File: config.mk
export PLATFORM = sky130hd
export DESIGN_NAME = mbtrain_center_sweep_tx_flat
export DESIGN_NICKNAME = d
export VERILOG_FILES = /design/src/rtl/mbtrain_center_sweep_tx_pkg.sv /design/src/rtl/mbtrain_center_sweep_tx_if.sv /design/src/rtl/mbtrain_center_sweep_tx_eye_window_tracker.sv /design/src/rtl/mbtrain_center_sweep_tx.sv /design/src/flat_wrapper.sv
export SDC_FILE = /design/constraint.sdc
export NUM_CORES = 1
export LEC_CHECK = 0
export CORE_ASPECT_RATIO = 1.2
export CORE_MARGIN = 5
export CORE_UTILIZATION = 65
export DETAILED_ROUTE_END_ITERATION = 7
export DONT_BUFFER_PORTS = 1
export PLACE_DENSITY = 0.93
export SLEW_MARGIN = 20
export SYNTH_ARGS = -nofsm -noshare
export SYNTH_HDL_FRONTEND = slang
export SYNTH_HIERARCHICAL = 1
export SYNTH_SLANG_ARGS = --single-unit
File: constraint.sdc
create_clock -name clk -period 6.99 [get_ports clk]
set_input_delay 1.398 -clock clk [delete_from_list [all_inputs] [get_ports clk]]
set_output_delay 1.398 -clock clk [all_outputs]
set_load 0.01 [all_outputs]
File: src/rtl/mbtrain_center_sweep_tx_pkg.sv
// rtl/mbtrain_center_sweep_tx_pkg.sv - message codes, FSM state encodings and PI sweep helpers
package mbtrain_center_sweep_tx_pkg;

  typedef enum logic [3:0] {
    MSG_NONE       = 4'd0,
    MSG_START_REQ  = 4'd1,
    MSG_START_RESP = 4'd2,
    MSG_END_REQ    = 4'd3,
    MSG_END_RESP   = 4'd4
  } sb_msg_e;

  localparam logic [2:0] ST_IDLE      = 3'd0;
  localparam logic [2:0] ST_START_REQ = 3'd1;
  localparam logic [2:0] ST_SETTLE    = 3'd2;
  localparam logic [2:0] ST_RUN       = 3'd3;
  localparam logic [2:0] ST_EVAL      = 3'd4;
  localparam logic [2:0] ST_APPLY     = 3'd5;
  localparam logic [2:0] ST_END_REQ   = 3'd6;
  localparam logic [2:0] ST_DONE      = 3'd7;

  function automatic int pi_steps(input int pi_w);
    return 1 << pi_w;
  endfunction

endpackage

File: src/rtl/mbtrain_center_sweep_tx_if.sv
// rtl/mbtrain_center_sweep_tx_if.sv - sideband and point-test signal bundle of the TX center sweep
interface mbtrain_center_sweep_tx_if #(
  parameter int NUM_LANES = 16,
  parameter int MSG_W     = 4,
  parameter int PI_W      = 4
);
  logic                 i_en;
  logic [MSG_W-1:0]     i_decoded_sideband_message;
  logic                 i_sideband_valid;
  logic                 i_busy_negedge_detected;
  logic                 i_valid_rx;
  logic                 i_mainband_or_valtrain_test;
  logic                 i_pt_done;
  logic [NUM_LANES-1:0] i_tx_lanes_result;
  logic [MSG_W-1:0]     o_sideband_message;
  logic                 o_valid_tx;
  logic                 o_pt_en;
  logic                 o_mainband_or_valtrain_test;
  logic [PI_W-1:0]      o_pi_step;
  logic                 o_test_ack;
  logic                 o_cal_fail;

  modport slave (
    input  i_en, i_decoded_sideband_message, i_sideband_valid, i_busy_negedge_detected,
           i_valid_rx, i_mainband_or_valtrain_test, i_pt_done, i_tx_lanes_result,
    output o_sideband_message, o_valid_tx, o_pt_en, o_mainband_or_valtrain_test,
           o_pi_step, o_test_ack, o_cal_fail
  );

  modport master (
    output i_en, i_decoded_sideband_message, i_sideband_valid, i_busy_negedge_detected,
           i_valid_rx, i_mainband_or_valtrain_test, i_pt_done, i_tx_lanes_result,
    input  o_sideband_message, o_valid_tx, o_pt_en, o_mainband_or_valtrain_test,
           o_pi_step, o_test_ack, o_cal_fail
  );
endinterface

File: src/rtl/mbtrain_center_sweep_tx_eye_window_tracker.sv
// rtl/mbtrain_center_sweep_tx_eye_window_tracker.sv - longest contiguous passing PI window and its center
module mbtrain_center_sweep_tx_eye_window_tracker #(
  parameter int PI_W = 4
) (
  input  logic            clk,
  input  logic            rst,
  input  logic            clear_i,
  input  logic            step_valid_i,
  input  logic            step_pass_i,
  input  logic [PI_W-1:0] step_idx_i,
  output logic [PI_W:0]   best_len_o,
  output logic [PI_W:0]   center_o
);
  logic [PI_W:0] run_len_q, run_start_q, best_start_q, best_len_q;
  logic [PI_W:0] run_len_new, run_start_new;

  always_comb begin
    run_len_new   = run_len_q + 1'b1;
    run_start_new = (run_len_q == '0) ? {1'b0, step_idx_i} : run_start_q;
  end

  // Strict compare keeps the earliest window when two runs have equal length.
  always_ff @(posedge clk) begin
    if (rst || clear_i) begin
      run_len_q    <= '0;
      run_start_q  <= '0;
      best_start_q <= '0;
      best_len_q   <= '0;
    end else if (step_valid_i) begin
      if (step_pass_i) begin
        run_len_q   <= run_len_new;
        run_start_q <= run_start_new;
        if (run_len_new > best_len_q) begin
          best_len_q   <= run_len_new;
          best_start_q <= run_start_new;
        end
      end else begin
        run_len_q <= '0;
      end
    end
  end

  always_comb begin
    center_o = best_start_q;
    if (best_len_q != '0) center_o = best_start_q + ((best_len_q - 1'b1) >> 1);
  end

  assign best_len_o = best_len_q;
endmodule

File: src/rtl/mbtrain_center_sweep_tx.sv
// rtl/mbtrain_center_sweep_tx.sv - MBTRAIN TX center-calibration sweep sequencer; MBTRAIN_SB_TIMEOUT_EN adds response timeout
module mbtrain_center_sweep_tx
  import mbtrain_center_sweep_tx_pkg::*;
#(
  parameter int NUM_LANES   = 16,
  parameter int MSG_W       = 4,
  parameter int PI_W        = 4,
  parameter int TIMEOUT_CYC = 8000
) (
  input logic clk,
  input logic rst,
  mbtrain_center_sweep_tx_if.slave bus
);
  localparam int PI_STEPS = pi_steps(PI_W);

  logic [2:0]       state_q, state_d;
  logic [PI_W-1:0]  cur_q, pi_q;
  logic [MSG_W-1:0] msg_q;
  logic             valid_tx_q, pt_en_q, mb_q, ack_q, fail_q;
  logic             resp_start, resp_end, timeout, enter_req, last_step, step_valid;
  logic [PI_W:0]    best_len, center;

  assign resp_start = bus.i_sideband_valid && (bus.i_decoded_sideband_message == MSG_W'(MSG_START_RESP));
  assign resp_end   = bus.i_sideband_valid && (bus.i_decoded_sideband_message == MSG_W'(MSG_END_RESP));
  assign last_step  = (cur_q == PI_W'(PI_STEPS - 1));
  assign step_valid = (state_q == ST_RUN) && bus.i_pt_done;
  assign enter_req  = (state_d != state_q) && ((state_d == ST_START_REQ) || (state_d == ST_END_REQ));

  always_comb begin
    state_d = state_q;
    case (state_q)
      ST_IDLE:      state_d = ST_START_REQ;
      ST_START_REQ: if (resp_start) state_d = ST_SETTLE; else if (timeout) state_d = ST_DONE;
      ST_SETTLE:    state_d = ST_RUN;
      ST_RUN:       if (bus.i_pt_done) state_d = ST_EVAL;
      ST_EVAL:      state_d = last_step ? ST_APPLY : ST_SETTLE;
      ST_APPLY:     state_d = ST_END_REQ;
      ST_END_REQ:   if (resp_end || timeout) state_d = ST_DONE;
      default:      state_d = state_q;
    endcase
    if (!bus.i_en) state_d = ST_IDLE;
  end

`ifdef MBTRAIN_SB_TIMEOUT_EN
  localparam int CNT_W = (TIMEOUT_CYC > 2) ? $clog2(TIMEOUT_CYC) : 1;
  logic [CNT_W-1:0] cnt_q;
  logic             in_wait;

  assign in_wait = (state_q == ST_START_REQ) || (state_q == ST_END_REQ);
  assign timeout = in_wait && (cnt_q == CNT_W'(TIMEOUT_CYC - 1));

  always_ff @(posedge clk) begin
    if (rst || enter_req) cnt_q <= '0;
    else if (in_wait)     cnt_q <= cnt_q + 1'b1;
  end
`else
  assign timeout = 1'b0;
`endif

  always_ff @(posedge clk) begin
    if (rst || !bus.i_en) begin
      state_q    <= ST_IDLE;
      cur_q      <= '0;
      msg_q      <= '0;
      valid_tx_q <= 1'b0;
      pt_en_q    <= 1'b0;
      mb_q       <= 1'b0;
      pi_q       <= '0;
      ack_q      <= 1'b0;
      fail_q     <= 1'b0;
    end else begin
      state_q <= state_d;
      if (enter_req) valid_tx_q <= 1'b1;
      else if (bus.i_busy_negedge_detected && !bus.i_valid_rx) valid_tx_q <= 1'b0;

      case (state_q)
        ST_IDLE: begin
          msg_q <= MSG_W'(MSG_START_REQ);
          mb_q  <= bus.i_mainband_or_valtrain_test;
          cur_q <= '0;
        end
        ST_START_REQ, ST_END_REQ: begin
          if (state_d == ST_SETTLE) begin
            msg_q <= MSG_W'(MSG_NONE);
            pi_q  <= cur_q;
          end else if (state_d == ST_DONE) begin
            msg_q  <= MSG_W'(MSG_NONE);
            ack_q  <= 1'b1;
            fail_q <= fail_q | (timeout && !resp_end);
          end
        end
        ST_SETTLE: pt_en_q <= 1'b1;
        ST_RUN:    if (bus.i_pt_done) pt_en_q <= 1'b0;
        ST_EVAL: begin
          if (!last_step) begin
            cur_q <= cur_q + 1'b1;
            pi_q  <= cur_q + 1'b1;
          end else if (best_len == '0) begin
            pi_q   <= '0;
            fail_q <= 1'b1;
          end else begin
            pi_q <= PI_W'(center);
          end
        end
        ST_APPLY: msg_q <= MSG_W'(MSG_END_REQ);
        default: ;
      endcase
    end
  end

  // The tracker is cleared while idle so every enable starts a fresh sweep.
  mbtrain_center_sweep_tx_eye_window_tracker #(.PI_W(PI_W)) u_tracker (
    .clk          (clk),
    .rst          (rst),
    .clear_i      (state_q == ST_IDLE),
    .step_valid_i (step_valid),
    .step_pass_i  (&bus.i_tx_lanes_result),
    .step_idx_i   (cur_q),
    .best_len_o   (best_len),
    .center_o     (center)
  );

  assign bus.o_sideband_message          = msg_q;
  assign bus.o_valid_tx                  = valid_tx_q;
  assign bus.o_pt_en                     = pt_en_q;
  assign bus.o_mainband_or_valtrain_test = mb_q;
  assign bus.o_pi_step                   = pi_q;
  assign bus.o_test_ack                  = ack_q;
  assign bus.o_cal_fail                  = fail_q;
endmodule

File: src/flat_wrapper.sv
// flat-port wrapper written by rule: the top's interface ports become plain ports
module mbtrain_center_sweep_tx_flat import mbtrain_center_sweep_tx_pkg::*;
#(
  parameter int NUM_LANES   = 16,
  parameter int MSG_W       = 4,
  parameter int PI_W        = 4,
  parameter int TIMEOUT_CYC = 8000
)
  (clk, rst, bus_i_en, bus_i_decoded_sideband_message, bus_i_sideband_valid, bus_i_busy_negedge_detected, bus_i_valid_rx, bus_i_mainband_or_valtrain_test, bus_i_pt_done, bus_i_tx_lanes_result, bus_o_sideband_message, bus_o_valid_tx, bus_o_pt_en, bus_o_mainband_or_valtrain_test, bus_o_pi_step, bus_o_test_ack, bus_o_cal_fail);
  mbtrain_center_sweep_tx_if #(.NUM_LANES(NUM_LANES), .MSG_W(MSG_W), .PI_W(PI_W)) bus_i ();
  input logic clk;
  input logic rst;
  input wire logic [$bits(bus_i.i_en)-1:0] bus_i_en;
  input wire logic [$bits(bus_i.i_decoded_sideband_message)-1:0] bus_i_decoded_sideband_message;
  input wire logic [$bits(bus_i.i_sideband_valid)-1:0] bus_i_sideband_valid;
  input wire logic [$bits(bus_i.i_busy_negedge_detected)-1:0] bus_i_busy_negedge_detected;
  input wire logic [$bits(bus_i.i_valid_rx)-1:0] bus_i_valid_rx;
  input wire logic [$bits(bus_i.i_mainband_or_valtrain_test)-1:0] bus_i_mainband_or_valtrain_test;
  input wire logic [$bits(bus_i.i_pt_done)-1:0] bus_i_pt_done;
  input wire logic [$bits(bus_i.i_tx_lanes_result)-1:0] bus_i_tx_lanes_result;
  output wire logic [$bits(bus_i.o_sideband_message)-1:0] bus_o_sideband_message;
  output wire logic [$bits(bus_i.o_valid_tx)-1:0] bus_o_valid_tx;
  output wire logic [$bits(bus_i.o_pt_en)-1:0] bus_o_pt_en;
  output wire logic [$bits(bus_i.o_mainband_or_valtrain_test)-1:0] bus_o_mainband_or_valtrain_test;
  output wire logic [$bits(bus_i.o_pi_step)-1:0] bus_o_pi_step;
  output wire logic [$bits(bus_i.o_test_ack)-1:0] bus_o_test_ack;
  output wire logic [$bits(bus_i.o_cal_fail)-1:0] bus_o_cal_fail;
  assign bus_i.i_en = bus_i_en;
  assign bus_i.i_decoded_sideband_message = bus_i_decoded_sideband_message;
  assign bus_i.i_sideband_valid = bus_i_sideband_valid;
  assign bus_i.i_busy_negedge_detected = bus_i_busy_negedge_detected;
  assign bus_i.i_valid_rx = bus_i_valid_rx;
  assign bus_i.i_mainband_or_valtrain_test = bus_i_mainband_or_valtrain_test;
  assign bus_i.i_pt_done = bus_i_pt_done;
  assign bus_i.i_tx_lanes_result = bus_i_tx_lanes_result;
  assign bus_o_sideband_message = bus_i.o_sideband_message;
  assign bus_o_valid_tx = bus_i.o_valid_tx;
  assign bus_o_pt_en = bus_i.o_pt_en;
  assign bus_o_mainband_or_valtrain_test = bus_i.o_mainband_or_valtrain_test;
  assign bus_o_pi_step = bus_i.o_pi_step;
  assign bus_o_test_ack = bus_i.o_test_ack;
  assign bus_o_cal_fail = bus_i.o_cal_fail;
  mbtrain_center_sweep_tx #(.NUM_LANES(NUM_LANES), .MSG_W(MSG_W), .PI_W(PI_W), .TIMEOUT_CYC(TIMEOUT_CYC)) u_core (.clk(clk), .rst(rst), .bus(bus_i));
endmodule
==> results of run 1 <==
[worst max-delay path: cells and delay by family]
kind / cells / cell delay [ps]
AND/OR/NAND/NOR: 5 / 1420
multiplexers: 1 / 250
[sequential cells by signal, indices dropped and copies added, names as in the netlist]
name                                    count
u_core/bus.o_mainband_or_valtrain_test      1
u_core/state_q                              3
u_core/bus.o_pt_en                          1
u_core/bus.o_sideband_message               2
u_core/bus.o_test_ack                       1
u_core/u_tracker/run_len_q                  5
u_core/bus.o_valid_tx                       1
u_core/bus.o_pi_step                        4
u_core/bus.o_cal_fail                       1
u_core/cur_q                                4
u_core/u_tracker/best_len_o                 5
u_core/u_tracker/run_start_q                4
u_core/u_tracker/best_start_q               4
[stage by stage]
stage                     hold slack (ps)  setup slack [ps]  cells
after floorplan                       453              4090    273
after global placement                467              3890    296
after detailed placement              480              3780    296
after CTS                             495              4100    303
after global routing                  532              3910    303
final                                 491              4090    303
[layer usage]
metal	share of wire (%)	global-route usage [%]	vias to the layer above
met1	41	25.4	918
met3	5.7	5.90	12
met2	51	38.5	63
met4	2.4	9.62	0
met5	0	0	-
li1	-	-	970
[power groups by stage]
stage          clock, mW  combinational, mW  sequential, mW
2_1_floorplan          0             0.0151           0.212
5_1_grt            0.152             0.0177           0.209
4_1_cts            0.141             0.0157           0.209
3_5_place_dp           0             0.0154           0.214
6_report           0.136             0.0158           0.209
3_3_place_gp           0             0.0152           0.214
[final timing paths]
path	start	end	slack, ps
hold / removal	u_core/u_tracker/run_start_q[2]$_SDFFE_PP0P_	u_core/u_tracker/run_start_q[2]$_SDFFE_PP0P_	490
setup reg to reg	u_core/u_tracker/best_len_o[0]$_SDFFE_PP0P_	u_core/bus.o_pi_step[2]$_SDFFE_PP0P_	4450
setup / recovery	bus_i_tx_lanes_result[14]	u_core/u_tracker/run_start_q[3]$_SDFFE_PP0P_	4090
hold reg to reg	u_core/u_tracker/run_start_q[2]$_SDFFE_PP0P_	u_core/u_tracker/run_start_q[2]$_SDFFE_PP0P_	490
[layout make-up]
type / instances / area, µm²
fill: 261 / 1030
sequential: 36 / 721
clock inverter: 1 / 5.00
inverter: 14 / 52.6
multi-input combinational: 209 / 1470
tap: 37 / 46.3
clock buffer: 6 / 72.6
[placed cells by master, fill, tap and decap left out, drive strengths merged, types with 3 or more instances in the layout]
cell	count
clkbuf	6
a21oi	26
nand3	14
and3	4
mux2	7
dfxtp	36
mux2i	5
inv	14
nor2	23
nor3	18
nand2	17
nand2b	6
xnor2	6
a31oi	4
o211ai	3
ha	14
nand4	5
o21ai	17
nor2b	4
==> out/summary.json, run 1 <==
{
  "dp_hpwl_mm": 3.56,
  "detailroute.via_count": 1963,
  "tightestPinTransition_ps": 721,
  "die_w_um": 64.6,
  "clock_insertion_delay_worst_skew_ps": 290,
  "drc_violation_count_after_routing": 0,
  "timing.final.crit_period_ps": 2900,
  "crit_type": "primary input to flop",
  "p_leak_nw": 0.816,
  "worstSetupStartpointType": "primary input",
  "cts_tree": "done",
  "place_area_um2": 2290,
  "layout-drive-gt1-share_pct": 10.5,
  "timing.slew.headroom_pct": 51.5,
  "grt_pass1_wl_mm": 8.33,
  "cap_viol_max_count": 0,
  "antenna_found_initial": 0,
  "power_frac_clock_pct": 37.7,
  "route.detailed.vias_per_inst": 6.48,
  "maxClockFrequency_mhz": 345,
  "p_per_area_nw_per_um2": 153,
  "hold_buffers": 0,
  "pwr-share-seq_pct": 57.9,
  "floorplan.die_area_um2": 4880,
  "syn_area_um2": 2320,
  "crit_fanout": 5,
  "placement.io_buffers": 0,
  "finalMaxSlewViolations": 0,
  "std_cell_rows": 23,
  "core_um2": 3400,
  "slowest_stage": "sky130_fd_sc_hd__nor4_1",
  "power_frac_comb_pct": 4.4,
  "synthCells": 272,
  "synth_area_per_cell_um2": 8.54,
  "timing.critical_path.to_type": "flop",
  "final_area_um2": 2370,
  "gp_congestion": 0.960,
  "grt_setup_unrepaired": "false",
  "clock_sink_count": 36,
  "timing.critical_path.arrival_ps": 3060,
  "final_total_pwr_uw": 361,
  "final.setup_skew_ps": 3.69,
  "cts_root_buf": "sky130_fd_sc_hd__clkbuf_8",
  "design.final.nets": 309,
  "total_switching_power_uw": 81.3,
  "vdd_ir_drop_max_mv": 0.142,
  "wl_per_cell_um": 15.6,
  "timing.final.setup_violations": 0,
  "outcome": "finished, final reports clean",
  "dr.first_iter.drc_count": 269,
  "cts.repair.resized": 0,
  "ctsHtreeMaxLevel": 2,
  "path_cells": "nand4_1 -> nor4_1 -> nand2_1 -> and2b_1 -> mux2i_1 -> nor2_1",
  "hold_violations": 0,
  "grt_start_max_net_pins": 19,
  "postRouteAntennaNets": 0,
  "crit_required_ps": 7150,
  "max_stage_delay_ps": 660,
  "grt.total_usage_pct": 22.0,
  "drt-total-wl_mm": 4.72,
  "first_global_vias": 1828,
  "yosys_warnings": 6,
  "setup-tns-final_ps": 0,
  "cts_buffers": 5,
  "post_layout_utilization_of_the_core_pct": 69.7,
  "area_growth_syn_to_layout_pct": 1.83,
  "min_period_over_period_pct": 41.5,
  "postCtsSetupBuffers": 0,
  "worst_hold_path_type": "flop to flop",
  "p_int_uw": 280,
  "netSwitchingFraction_pct": 22.5,
  "holdPathStages": 2,
  "die_height_um": 75.5,
  "gr-total-overflow": 0,
  "clkTransAtPathRegs_ps": 60,
  "insertedDiodeCount": 0,
  "worst_r2r_path_depth": 11,
  "start_util_pct": 68.4,
  "dr.pass1.iters": 4,
  "max-clock-path-buffers": 2,
  "io-pin-count": 41
}
No activity file was read; power rests on OpenSTA's default activity.
==> run 2: changes to the inputs <==
- CORE_UTILIZATION: 65 -> 63
- PLACE_DENSITY: 0.93 -> 0.91
- clock period: 6.99 -> 2.73 ns (I/O delays scaled with it)
==> run 2 against run 1 <==
Compared with the run above:
- sequential share of layout area shrank 0.32 points
- worst setup slack lost 3800 ps
- sequential power grew to 2.6 times the previous value
- utilization shrank 3.3 points
- via count grew 1.8%
- non-clock buffer count grew 3
- critical path type is now flop to flop
- largest cell class unchanged
- clock power grew to 2.5 times the previous value
==> out/summary.json, run 2 (same netlist as run 1, synthesis figures left out) <==
{
  "outcome": "finished, final reports clean",
  "detailroute.via_count": {"value": 1998, "change": "+1.8%"},
  "crit_required": {"value": 2950, "unit": "ps", "change": "-4200 ps"},
  "cts_root_buf": "sky130_fd_sc_hd__clkbuf_8",
  "hold_buffers": {"value": 0, "change": "unchanged"},
  "setup-tns-final": {"value": 0, "unit": "ps", "change": "unchanged"},
  "dp_hpwl": {"value": 3.80, "unit": "mm", "change": "+6.7%"},
  "min_period_over_period_pct": 89.8,
  "postRouteAntennaNets": {"value": 0, "change": "unchanged"},
  "gp_congestion": {"value": 0.886, "change": "-7.7%"},
  "floorplan.die_area": {"value": 5010, "unit": "µm²", "change": "+2.7%"},
  "wl_per_cell": {"value": 16.5, "unit": "µm", "change": "+6.2%"},
  "clock_insertion_delay_worst_skew": {"value": 280, "unit": "ps", "change": "about the same"},
  "grt_start_max_net_pins": {"value": 19, "change": "unchanged"},
  "tightestPinTransition": {"value": 686, "unit": "ps", "change": "-35.3 ps"},
  "clock_sink_count": {"value": 36, "change": "unchanged"},
  "timing.critical_path.arrival": {"value": 2680, "unit": "ps", "change": "-380 ps"},
  "start_util": {"value": 64.5, "unit": "%", "change": "-3.9 points"},
  "drt-total-wl": {"value": 5.09, "unit": "mm", "change": "+7.9%"},
  "p_per_area": {"value": 386, "unit": "nW/µm²", "change": "+150%"},
  "design.final.nets": {"value": 312, "change": "+0.97%"},
  "grt.total_usage": {"value": 21.3, "unit": "%", "change": "-0.61 points"},
  "die_height": {"value": 76.5, "unit": "µm", "change": "+1.4%"},
  "core": {"value": 3600, "unit": "µm²", "change": "+6.1%"},
  "gr-total-overflow": {"value": 0, "change": "unchanged"},
  "max-clock-path-buffers": {"value": 2, "change": "unchanged"},
  "timing.slew.headroom": {"value": 54.3, "unit": "%", "change": "+2.8 points"},
  "postCtsSetupBuffers": {"value": 0, "change": "unchanged"},
  "area_growth_syn_to_layout_pct": 2.91,
  "grt_setup_unrepaired": "false",
  "std_cell_rows": {"value": 24, "change": "+4.3%"},
  "crit_type": "flop to flop",
  "vdd_ir_drop_max": {"value": 0.323, "unit": "mV", "change": "+130%"},
  "ctsHtreeMaxLevel": {"value": 2, "change": "unchanged"},
  "most-common-layout-cells": "sky130_fd_sc_hd__dfxtp_1 (36), sky130_fd_sc_hd__a21oi_1 (24), sky130_fd_sc_hd__nor2_1 (22)",
  "crit_fanout": {"value": 5, "change": "unchanged"},
  "clkTransAtPathRegs": {"value": 70, "unit": "ps", "change": "about the same"},
  "finalMaxSlewViolations": {"value": 0, "change": "unchanged"},
  "cts_buffers": {"value": 5, "change": "unchanged"},
  "first_global_vias": {"value": 1938, "change": "+6.0%"},
  "route.detailed.vias_per_inst": {"value": 6.49, "change": "+0.13%"},
  "p_leak": {"value": 0.831, "unit": "nW", "change": "+1.9%"},
  "maxClockFrequency_mhz": 408,
  "worst_hold_path_type": "primary input to flop",
  "cts.repair.resized": {"value": 0, "change": "unchanged"},
  "insertedDiodeCount": {"value": 0, "change": "unchanged"},
  "antenna_found_initial": {"value": 0, "change": "unchanged"},
  "worstSetupStartpointType": "flop",
  "layout-drive-gt1-share": {"value": 11.5, "unit": "%", "change": "+1.0 points"},
  "placement.io_buffers": {"value": 0, "change": "unchanged"},
  "layout.cells.most_common": "sky130_fd_sc_hd__dfxtp_1",
  "dr.first_iter.drc_count": {"value": 76, "change": "-72%"},
  "timing.final.setup_violations": {"value": 0, "change": "unchanged"},
  "cts_tree": "done",
  "grt_pass1_wl": {"value": 8.65, "unit": "mm", "change": "+3.9%"},
  "hold_violations": {"value": 0, "change": "unchanged"},
  "timing.critical_path.to_type": "flop",
  "die_w": {"value": 65.4, "unit": "µm", "change": "+1.3%"},
  "cap_viol_max_count": {"value": 0, "change": "unchanged"},
  "drc_violation_count_after_routing": {"value": 0, "change": "unchanged"},
  "timing.final.crit_period_ps": 2450,
  "dr.pass1.iters": {"value": 4, "change": "unchanged"},
  "io-pin-count": {"value": 41, "change": "unchanged"},
  "final_total_pwr": {"value": 922, "unit": "µW", "change": "+160%"},
  "final.setup_skew": {"value": 3.01, "unit": "ps", "change": "-0.675 ps"}
}
## run 2: cell type report
type | instances | area (µm²)
multi-input cells | 209 | 1470
fillers | 281 | 1210
inverters | 14 | 52.6
repair buffers | 3 | 22.5
clock inverters | 1 | 5.00
well taps | 39 | 48.8
clock buffers | 6 | 72.6
flip-flops and latches | 36 | 721
## run 2: critical path, cell delays in order, from the launching register on
cell,delay (ps)
sky130_fd_sc_hd__dfxtp_1,380
sky130_fd_sc_hd__inv_1,60
sky130_fd_sc_hd__ha_1,270
sky130_fd_sc_hd__inv_1,40
sky130_fd_sc_hd__ha_1,200
sky130_fd_sc_hd__fa_1,380
sky130_fd_sc_hd__xnor2_1,130
sky130_fd_sc_hd__o21ai_0,140
sky130_fd_sc_hd__nand2_1,70
sky130_fd_sc_hd__o2111a_1,240
sky130_fd_sc_hd__or3_1,360
sky130_fd_sc_hd__a21oi_2,110
## run 2: routing by layer
metal | global-route usage [%] | routed length (µm) | vias to the layer above | share of wire (%)
met5 | 0 | 0 | - | 0
met3 | 4.87 | 233 | 16 | 4.6
met1 | 26.1 | 2160 | 946 | 42
met2 | 35.9 | 2590 | 63 | 51
met4 | 7.88 | 110 | 0 | 2.2
li1 | - | - | 973 | -
## run 2: through the flow
step / cell area (µm²) / utilization (%) / worst slack (ps) / hold WS, ps / instances
after floorplan: 2330 / - / 422 / 453 / 273
after global placement: 2310 / 64.2 / 357 / 467 / 301
after detailed placement: 2310 / 64.2 / 292 / 480 / 301
after CTS: 2390 / 66.4 / 273 / 432 / 308
after global routing: 2390 / 66.4 / 43.2 / 467 / 308
final: 2390 / 66.4 / 279 / 444 / 308
## run 2: final timing paths
path                                                          to                                          from  slack (ps)  depth (start not counted)
max                         u_core/bus.o_pi_step[2]$_SDFFE_PP0P_   u_core/u_tracker/best_len_o[0]$_SDFFE_PP0P_         280                         11
min          u_core/bus.o_mainband_or_valtrain_test$_SDFFE_PP0P_               bus_i_mainband_or_valtrain_test         440                          2
max reg2reg                 u_core/bus.o_pi_step[2]$_SDFFE_PP0P_   u_core/u_tracker/best_len_o[0]$_SDFFE_PP0P_         280                         11
min reg2reg         u_core/u_tracker/run_start_q[0]$_SDFFE_PP0P_  u_core/u_tracker/run_start_q[0]$_SDFFE_PP0P_         500                          2
## run 2: power by group
part / internal (mW) / total (mW) / leakage [nW] / switching, mW
combinational: 0.0161 / 0.0458 / 0.499 / 0.0297
clock: 0.173 / 0.344 / 0.0410 / 0.171
sequential: 0.529 / 0.533 / 0.291 / 0.00355
